<file path="config.mk">
export PLATFORM = sky130hd
export DESIGN_NAME = if_ctrl_flat
export DESIGN_NICKNAME = d
export VERILOG_FILES = /design/src/rtl/if_ctrl_pkg.sv /design/src/rtl/if_ctrl_if.sv /design/src/rtl/if_ctrl_reg.sv /design/src/rtl/if_ctrl.sv /design/src/flat_wrapper.sv
export SDC_FILE = /design/constraint.sdc
export NUM_CORES = 1
export LEC_CHECK = 0
export BUFFER_PORTS_ARGS = -buffer_cell sky130_fd_sc_hd__buf_2
export CORE_UTILIZATION = 54
export DETAILED_ROUTE_END_ITERATION = 8
export PLACE_DENSITY = 0.88
export SYNTH_ARGS = -nofsm -noshare
export SYNTH_HDL_FRONTEND = slang
export SYNTH_SLANG_ARGS = --single-unit
</file>
<file path="constraint.sdc">
create_clock -name clk -period 5.15 [get_ports clk]
set_input_delay 0.515 -clock clk [delete_from_list [all_inputs] [get_ports clk]]
set_output_delay 0.515 -clock clk [all_outputs]
set_load 0.005 [all_outputs]
</file>
<file path="src/rtl/if_ctrl_pkg.sv">
// Shared widths and constants for the instruction-fetch control slice.
// The load-use check lives here so the hazard unit and fetch agree on its definition.
package if_ctrl_pkg;

   localparam int ImmWidth  = 64;
   localparam int InstWidth = 32;

   localparam logic [31:0] Nop = 32'h0000_0013;

   function automatic logic isLoadUse(
      input logic       memRead,
      input logic [4:0] rd,
      input logic [4:0] rs1,
      input logic [4:0] rs2
   );
      return memRead && (rd != 5'd0) && ((rd == rs1) || (rd == rs2));
   endfunction

endpackage

</file>
<file path="src/rtl/if_ctrl_if.sv">
// Instruction-memory fetch channel: request handshake plus a response with no backpressure.
interface if_ctrl_if #(
   parameter int PC_WIDTH   = 64,
   parameter int INST_WIDTH = 32
) ();

   logic                  imem_req_valid;
   logic                  imem_req_ready;
   logic [PC_WIDTH-1:0]   imem_req_addr;
   logic                  imem_rsp_valid;
   logic [INST_WIDTH-1:0] imem_rsp_data;

   modport master (
      output imem_req_valid,
      output imem_req_addr,
      input  imem_req_ready,
      input  imem_rsp_valid,
      input  imem_rsp_data
   );

   modport slave (
      input  imem_req_valid,
      input  imem_req_addr,
      output imem_req_ready,
      output imem_rsp_valid,
      output imem_rsp_data
   );

endinterface

</file>
<file path="src/rtl/if_ctrl_reg.sv">
// Generic enabled register with synchronous active-high reset to a parameterised value.
module Reg #(
   parameter int               WIDTH     = 1,
   parameter logic [WIDTH-1:0] RESET_VAL = '0
) (
   input  logic             clk,
   input  logic             rst,
   input  logic             en,
   input  logic [WIDTH-1:0] d,
   output logic [WIDTH-1:0] q
);

   logic [WIDTH-1:0] q_q;

   always_ff @(posedge clk) begin
      if (rst) begin
         q_q <= RESET_VAL;
      end else if (en) begin
         q_q <= d;
      end
   end

   assign q = q_q;

endmodule

</file>
<file path="src/rtl/if_ctrl.sv">
// Fetch-stage controller: issues one outstanding imem request, buffers a response during a
// load-use stall, squashes in-flight fetches on redirect, and drives the IF/ID next-state controls.
module if_ctrl
   import if_ctrl_pkg::*;
#(
   parameter int                  PC_WIDTH   = ImmWidth,
   parameter int                  INST_WIDTH = InstWidth,
   parameter logic [PC_WIDTH-1:0] RESET_PC   = PC_WIDTH'(64'h8000_0000)
) (
   input  logic                  clk,
   input  logic                  rst,

   if_ctrl_if.master             imem,

   input  logic                  redirect_valid,
   input  logic [PC_WIDTH-1:0]   redirect_pc,

   input  logic                  ex_mem_read,
   input  logic [4:0]            ex_rd,
   input  logic [4:0]            id_rs1,
   input  logic [4:0]            id_rs2,

   output logic                  ifid_wen,
   output logic [PC_WIDTH-1:0]   ifid_pc,
   output logic [INST_WIDTH-1:0] ifid_inst,
   output logic                  ifid_flush,
   output logic                  idex_flush
);

   localparam logic [1:0] StReq  = 2'd0;
   localparam logic [1:0] StWait = 2'd1;
   localparam logic [1:0] StDrop = 2'd2;
   localparam logic [1:0] StHold = 2'd3;

   localparam logic [INST_WIDTH-1:0] NopInst = INST_WIDTH'(Nop);

   logic [1:0]            state_q;
   logic [1:0]            state_d;
   logic [PC_WIDTH-1:0]   pc_q;
   logic [PC_WIDTH-1:0]   pc_d;
   logic                  pcEn;
   logic [INST_WIDTH-1:0] instBuf_q;
   logic                  instBufEn;

   logic                  stall;
   logic                  deliver;
   logic [INST_WIDTH-1:0] deliverInst;
   logic                  reqValid;
   logic [PC_WIDTH-1:0]   pcPlus4;

   assign stall   = isLoadUse(ex_mem_read, ex_rd, id_rs1, id_rs2);
   assign pcPlus4 = pc_q + PC_WIDTH'(4);

   Reg #(
      .WIDTH     (PC_WIDTH),
      .RESET_VAL (RESET_PC)
   ) pcReg (
      .clk (clk),
      .rst (rst),
      .en  (pcEn),
      .d   (pc_d),
      .q   (pc_q)
   );

   Reg #(
      .WIDTH     (INST_WIDTH),
      .RESET_VAL ('0)
   ) instBufReg (
      .clk (clk),
      .rst (rst),
      .en  (instBufEn),
      .d   (imem.imem_rsp_data),
      .q   (instBuf_q)
   );

   always_ff @(posedge clk) begin
      if (rst) begin
         state_q <= StReq;
      end else begin
         state_q <= state_d;
      end
   end

   // Redirect always wins; a stall only matters once a response is in hand (WAIT or HOLD).
   always_comb begin
      state_d     = state_q;
      pc_d        = pc_q;
      pcEn        = 1'b0;
      instBufEn   = 1'b0;
      deliver     = 1'b0;
      deliverInst = imem.imem_rsp_data;
      reqValid    = 1'b0;

      case (state_q)
         StReq: begin
            reqValid = 1'b1;
            if (redirect_valid) begin
               pc_d    = redirect_pc;
               pcEn    = 1'b1;
               state_d = imem.imem_req_ready ? StDrop : StReq;
            end else if (imem.imem_req_ready) begin
               state_d = StWait;
            end
         end

         StWait: begin
            if (imem.imem_rsp_valid) begin
               if (redirect_valid) begin
                  pc_d    = redirect_pc;
                  pcEn    = 1'b1;
                  state_d = StReq;
               end else if (!stall) begin
                  deliver = 1'b1;
                  pc_d    = pcPlus4;
                  pcEn    = 1'b1;
                  state_d = StReq;
               end else begin
                  instBufEn = 1'b1;
                  state_d   = StHold;
               end
            end else if (redirect_valid) begin
               pc_d    = redirect_pc;
               pcEn    = 1'b1;
               state_d = StDrop;
            end
         end

         StDrop: begin
            if (redirect_valid) begin
               pc_d = redirect_pc;
               pcEn = 1'b1;
            end
            if (imem.imem_rsp_valid) begin
               state_d = StReq;
            end
         end

         StHold: begin
            deliverInst = instBuf_q;
            if (redirect_valid) begin
               pc_d    = redirect_pc;
               pcEn    = 1'b1;
               state_d = StReq;
            end else if (!stall) begin
               deliver = 1'b1;
               pc_d    = pcPlus4;
               pcEn    = 1'b1;
               state_d = StReq;
            end
         end

         default: begin
            state_d = StReq;
         end
      endcase
   end

   // IF/ID controls; whenever IF/ID is flushed it sees a NOP at pc 0.
   always_comb begin
      ifid_wen   = 1'b1;
      ifid_flush = 1'b1;
      idex_flush = 1'b0;
      ifid_pc    = '0;
      ifid_inst  = NopInst;

      if (rst) begin
         ifid_wen   = 1'b1;
         ifid_flush = 1'b1;
         idex_flush = 1'b0;
      end else if (redirect_valid) begin
         ifid_wen   = 1'b1;
         ifid_flush = 1'b1;
         idex_flush = 1'b1;
      end else if (stall) begin
         ifid_wen   = 1'b0;
         ifid_flush = 1'b0;
         idex_flush = 1'b1;
      end else if (deliver) begin
         ifid_wen   = 1'b1;
         ifid_flush = 1'b0;
         ifid_pc    = pc_q;
         ifid_inst  = deliverInst;
      end
   end

   assign imem.imem_req_valid = reqValid && !rst;
   assign imem.imem_req_addr  = rst ? '0 : pc_q;

endmodule

</file>
<file path="src/flat_wrapper.sv">
// flat-port wrapper written by rule: the top's interface ports become plain ports
module if_ctrl_flat import if_ctrl_pkg::*;
#(
   parameter int                  PC_WIDTH   = ImmWidth,
   parameter int                  INST_WIDTH = InstWidth,
   parameter logic [PC_WIDTH-1:0] RESET_PC   = PC_WIDTH'(64'h8000_0000)
)
  (clk, rst, redirect_valid, redirect_pc, ex_mem_read, ex_rd, id_rs1, id_rs2, ifid_wen, ifid_pc, ifid_inst, ifid_flush, idex_flush, imem_imem_req_valid, imem_imem_req_addr, imem_imem_req_ready, imem_imem_rsp_valid, imem_imem_rsp_data);
  if_ctrl_if #(.PC_WIDTH(PC_WIDTH), .INST_WIDTH(INST_WIDTH)) imem_i ();
  input  logic clk;
  input  logic rst;
  input  logic redirect_valid;
  input  logic [PC_WIDTH-1:0] redirect_pc;
  input  logic ex_mem_read;
  input  logic [4:0] ex_rd;
  input  logic [4:0] id_rs1;
  input  logic [4:0] id_rs2;
  output logic ifid_wen;
  output logic [PC_WIDTH-1:0] ifid_pc;
  output logic [INST_WIDTH-1:0] ifid_inst;
  output logic ifid_flush;
  output logic idex_flush;
  output wire logic [$bits(imem_i.imem_req_valid)-1:0] imem_imem_req_valid;
  output wire logic [$bits(imem_i.imem_req_addr)-1:0] imem_imem_req_addr;
  input wire logic [$bits(imem_i.imem_req_ready)-1:0] imem_imem_req_ready;
  input wire logic [$bits(imem_i.imem_rsp_valid)-1:0] imem_imem_rsp_valid;
  input wire logic [$bits(imem_i.imem_rsp_data)-1:0] imem_imem_rsp_data;
  assign imem_imem_req_valid = imem_i.imem_req_valid;
  assign imem_imem_req_addr = imem_i.imem_req_addr;
  assign imem_i.imem_req_ready = imem_imem_req_ready;
  assign imem_i.imem_rsp_valid = imem_imem_rsp_valid;
  assign imem_i.imem_rsp_data = imem_imem_rsp_data;
  if_ctrl #(.PC_WIDTH(PC_WIDTH), .INST_WIDTH(INST_WIDTH), .RESET_PC(RESET_PC)) u_core (.clk(clk), .rst(rst), .imem(imem_i), .redirect_valid(redirect_valid), .redirect_pc(redirect_pc), .ex_mem_read(ex_mem_read), .ex_rd(ex_rd), .id_rs1(id_rs1), .id_rs2(id_rs2), .ifid_wen(ifid_wen), .ifid_pc(ifid_pc), .ifid_inst(ifid_inst), .ifid_flush(ifid_flush), .idex_flush(idex_flush));
endmodule
</file>
==> results.txt <==
- Share of flip-flops with an asynchronous set or reset: 0%
* Share of layout cells above drive strength 1: 29.77%
* Post-CTS Resized: 0
- The worst hold path begins at redirect_pc[8].
- In the synthesized netlist the dominant register cell turns out to be sky130_fd_sc_hd__dfxtp_1.
- Setup repair after global routing left no endpoint under its margin.
* Worst max-slew margin expressed relative to the limit: 18.28%
- Cts bufs inserted: 9
* Cell class contributing the biggest share of worst-path delay: simple AND/OR/NAND/NOR gates
- Maximum number of pins on one net before global-route repair: 70
* Die span in x: 115.6 um
* WHS Endpoint: u_core.pcReg.q[8]
- Global routing used 33.71% of the available tracks across all layers.
* Vias in the first global route: 6887
- The first global-routing pass estimated 35.25 mm of wire.
- IO buf count: 280
- Summing the sequential cell areas from Yosys gives 28.17% of the chip area.
- Reg2reg setup slack: 1.62 ns
- The critical path in this run is classified as reg -> reg.
- Traced cell by cell, the critical path runs through and4_4, and4_1, nand3_1, a2111oi_0, mux2_2, a2111oi_0.
* Critical path data arrival time: 3.78 ns
- Number of buffers between clock root and the deepest sink: 2
- Mapped Nets: 1069
- Final setup viols: 0
* Post-CTS setup buffer count: 0
- In this run the biggest area consumer among cell types represents 28.17% of the synthesized area.
- Clock root buffer master: sky130_fd_sc_hd__clkbuf_16
- Gp weighted congestion: 0.8729
* Via density: 6.034
- The filler cells instantiated in the layout total 1130.
- The clock drives 98 sinks.
- Cell count after placement: 1326
- Post-synthesis instance area: 6965 sq um
- Max stage delay cell, worst path: sky130_fd_sc_hd__a2111oi_0
- Full die area: 13360 sq um
- Worst IR drop on VDD: 0.1743 mV
- Starting density of the core: 55.20%
- Summed over all instances, the cell type with the most area after synthesis is sky130_fd_sc_hd__dfxtp_1.
- Before antenna repair, the detailed router went through 5 iterations.
- Critical Path Max Stage Delay: 0.75 ns
- The total overflow left after global routing is 0.
- Once placement finished, the instance area stood at 8344 sq um.
* Height of the die: 115.6 um
- Clk_lat worst skew: 0.36 ns
- Setup clock skew after layout: 0.008410 ns
* CTS HTree Levels: 3
- At the pin with the least slew margin, the transition time is 1.226 ns.
- Leak pwr: 3.777 nW
* Max_cap viols: 0
- Final antenna-violating net count: 0
- The worst setup path is launched from a register.
- Wirelength per Cell: 17.09 um
- Synthesis inferred 98 register bits.
- Worst Path Buf+Inv: 0
- Along the worst path, the maximum fanout reaches 13.
- Buffers inserted to repair hold after CTS numbered 0.
- Max frequency: 0.2833 GHz
* Number of top-level pins: 281
* Share of the clock period used by the worst path after layout: 68.55%
- For the finished layout, the period the worst path requires is 3.530 ns.
- Number of warnings reported in the yosys synthesis log: 0
* Most frequent cell on the critical path: sky130_fd_sc_hd__a2111oi_0
- Number of antenna violations at the first check in global routing: 0
- The repair_antennas step left the layout with diodes totalling 0.
- The final layout contains routed wiring with a total length of 22.92 mm.
* Placeable Area: 12620 sq um
* Worst R2R End: u_core.pcReg.q[63]
- The finished layout holds 1341 standard cells, fillers aside.
* Reg-to-reg startpoint: u_core.pcReg.q[9]
* Number of synthesized flops with an enable pin: 0
* Hold violation total from the final report: 0
* Outcome: completed
- Finished layout cell area: 8652 sq um
* Nets: 1283
- Post-route core utilization: 68.56%
- The commonest cells after synthesis are sky130_fd_sc_hd__nand2_1, sky130_fd_sc_hd__dfxtp_1, sky130_fd_sc_hd__nor2_1.
- The routed layout has 8091 vias.
* Hold path cells: 2
- The most common cell in the synthesized netlist is sky130_fd_sc_hd__nand2_1.
- CTS tree: done
- Summed over all failing endpoints, the final setup total negative slack is 0 ns.
* Dominant cells by area after synthesis: sky130_fd_sc_hd__dfxtp_1, sky130_fd_sc_hd__nand2_1, sky130_fd_sc_hd__and3_1, sky130_fd_sc_hd__nor2b_1, sky130_fd_sc_hd__a21oi_1
- Number of cells on the worst reg-to-reg path: 6
- STA classifies the critical path endpoint as a register.
- After synthesis, the netlist uses 58 different library cells.
- After clock tree synthesis, the clock-pin slew on the worst setup and hold paths is 0.07 ns.
* Avg Inst Size Synth: 7.324 sq um
- Synthesis handed over a netlist of 951 instances.
* Required arrival time at the worst endpoint: 5.40 ns
- For this run, design rule violations remaining after detail routing come to 0.
- The first routing iteration left 817 violations.
- The floorplan has 41 rows.
- In this run the power density over the cells is 217.7 nW/um^2.
- Half-perimeter wire length after detailed placement: 15.75 mm
- From synthesis to final layout, the design area changed by 24.21%.
- The max-slew violation count came to 0.
- In this run the worst hold path is classified as in -> reg.
-- power breakdown --
part	internal, mW	switching [mW]
Combinational	0.126	0.169
Clock	0.424	0.309
Sequential	0.793	0.0616
-- area by class of cell --
class / count / area [sq um] / share of cell area, %
inverters: 14 / 52.55 / 0.6074
clock buffers: 10 / 229.0 / 2.646
repair buffers: 293 / 1501 / 17.35
well taps: 172 / 215.2 / 2.487
flip-flops and latches: 98 / 1962 / 22.68
multi-input cells: 749 / 4613 / 53.32
clock inverters: 5 / 78.83 / 0.9111
-- through the flow --
| step | setup WS [ns] | power (mW) | hold WS [ns] |
|---|---|---|---|
| CTS | 1.638 | 1.883 | 0.3631 |
| global route | 1.379 | 1.956 | 0.3800 |
| detailed placement | 1.664 | 1.160 | 0.4472 |
| floorplan | 2.387 | 1.027 | 0.4366 |
| global placement | 1.680 | 1.154 | 0.4417 |
| finish | 1.620 | 1.883 | 0.3698 |
-- worst max-delay path by stage --
stage / start / endpoint / slack [ns] / cells after the start
2_1_floorplan: ex_rd[1] / ifid_pc[10] / 2.39 / 7
3_3_place_gp: u_core.pcReg.q[9] / u_core.pcReg.q[63] / 1.68 / 6
3_5_place_dp: u_core.pcReg.q[9] / u_core.pcReg.q[63] / 1.66 / 6
4_1_cts: u_core.pcReg.q[9] / u_core.pcReg.q[63] / 1.64 / 6
5_1_grt: u_core.pcReg.q[9] / u_core.pcReg.q[63] / 1.38 / 6
6_report: u_core.pcReg.q[9] / u_core.pcReg.q[63] / 1.62 / 6
-- registers in the layout, summed over array words and instances, names as in the netlist --
name                 cells
u_core.instBufReg.q     32
u_core.state_q           2
u_core.pcReg.q          64
-- metal layers --
layer	global-route usage [%]	wire length, um	vias to the layer above
li1	-	-	3881
met3	6.433	2019	52
met4	15.32	648	0
met5	0	0	-
met1	42.70	9402	3718
met2	55.57	10850	440
-- placed cells by master (no fill, tap or decap), types with 7 or more instances in the layout --
cell / count
sky130_fd_sc_hd__nand4_1: 27
sky130_fd_sc_hd__o31ai_1: 15
sky130_fd_sc_hd__and2_1: 7
sky130_fd_sc_hd__a21oi_1: 69
sky130_fd_sc_hd__nor3_1: 9
sky130_fd_sc_hd__and3_1: 71
sky130_fd_sc_hd__buf_2: 279
sky130_fd_sc_hd__nor2_1: 78
sky130_fd_sc_hd__or4_1: 17
sky130_fd_sc_hd__o21ai_0: 10
sky130_fd_sc_hd__xnor2_1: 32
sky130_fd_sc_hd__a311oi_1: 21
sky130_fd_sc_hd__inv_1: 13
sky130_fd_sc_hd__nor4_1: 10
sky130_fd_sc_hd__buf_4: 14
sky130_fd_sc_hd__nand3_1: 27
sky130_fd_sc_hd__nor2b_1: 66
sky130_fd_sc_hd__clkbuf_16: 9
sky130_fd_sc_hd__and4_1: 10
sky130_fd_sc_hd__a2111oi_0: 10
sky130_fd_sc_hd__a211oi_1: 26
sky130_fd_sc_hd__nand2_1: 161
sky130_fd_sc_hd__dfxtp_1: 98
sky130_fd_sc_hd__a2111oi_2: 17
-- kinds of logic after synthesis --
logic type | share of synthesized area, %
simple gates | 37.42
compound gates | 23.03
buf+inv | 6.305
flops | 28.17
xor+xnor | 4.149
mux | 0.7544
fa+ha+maj | 0.1796
No activity file was read; power rests on OpenSTA's default activity.
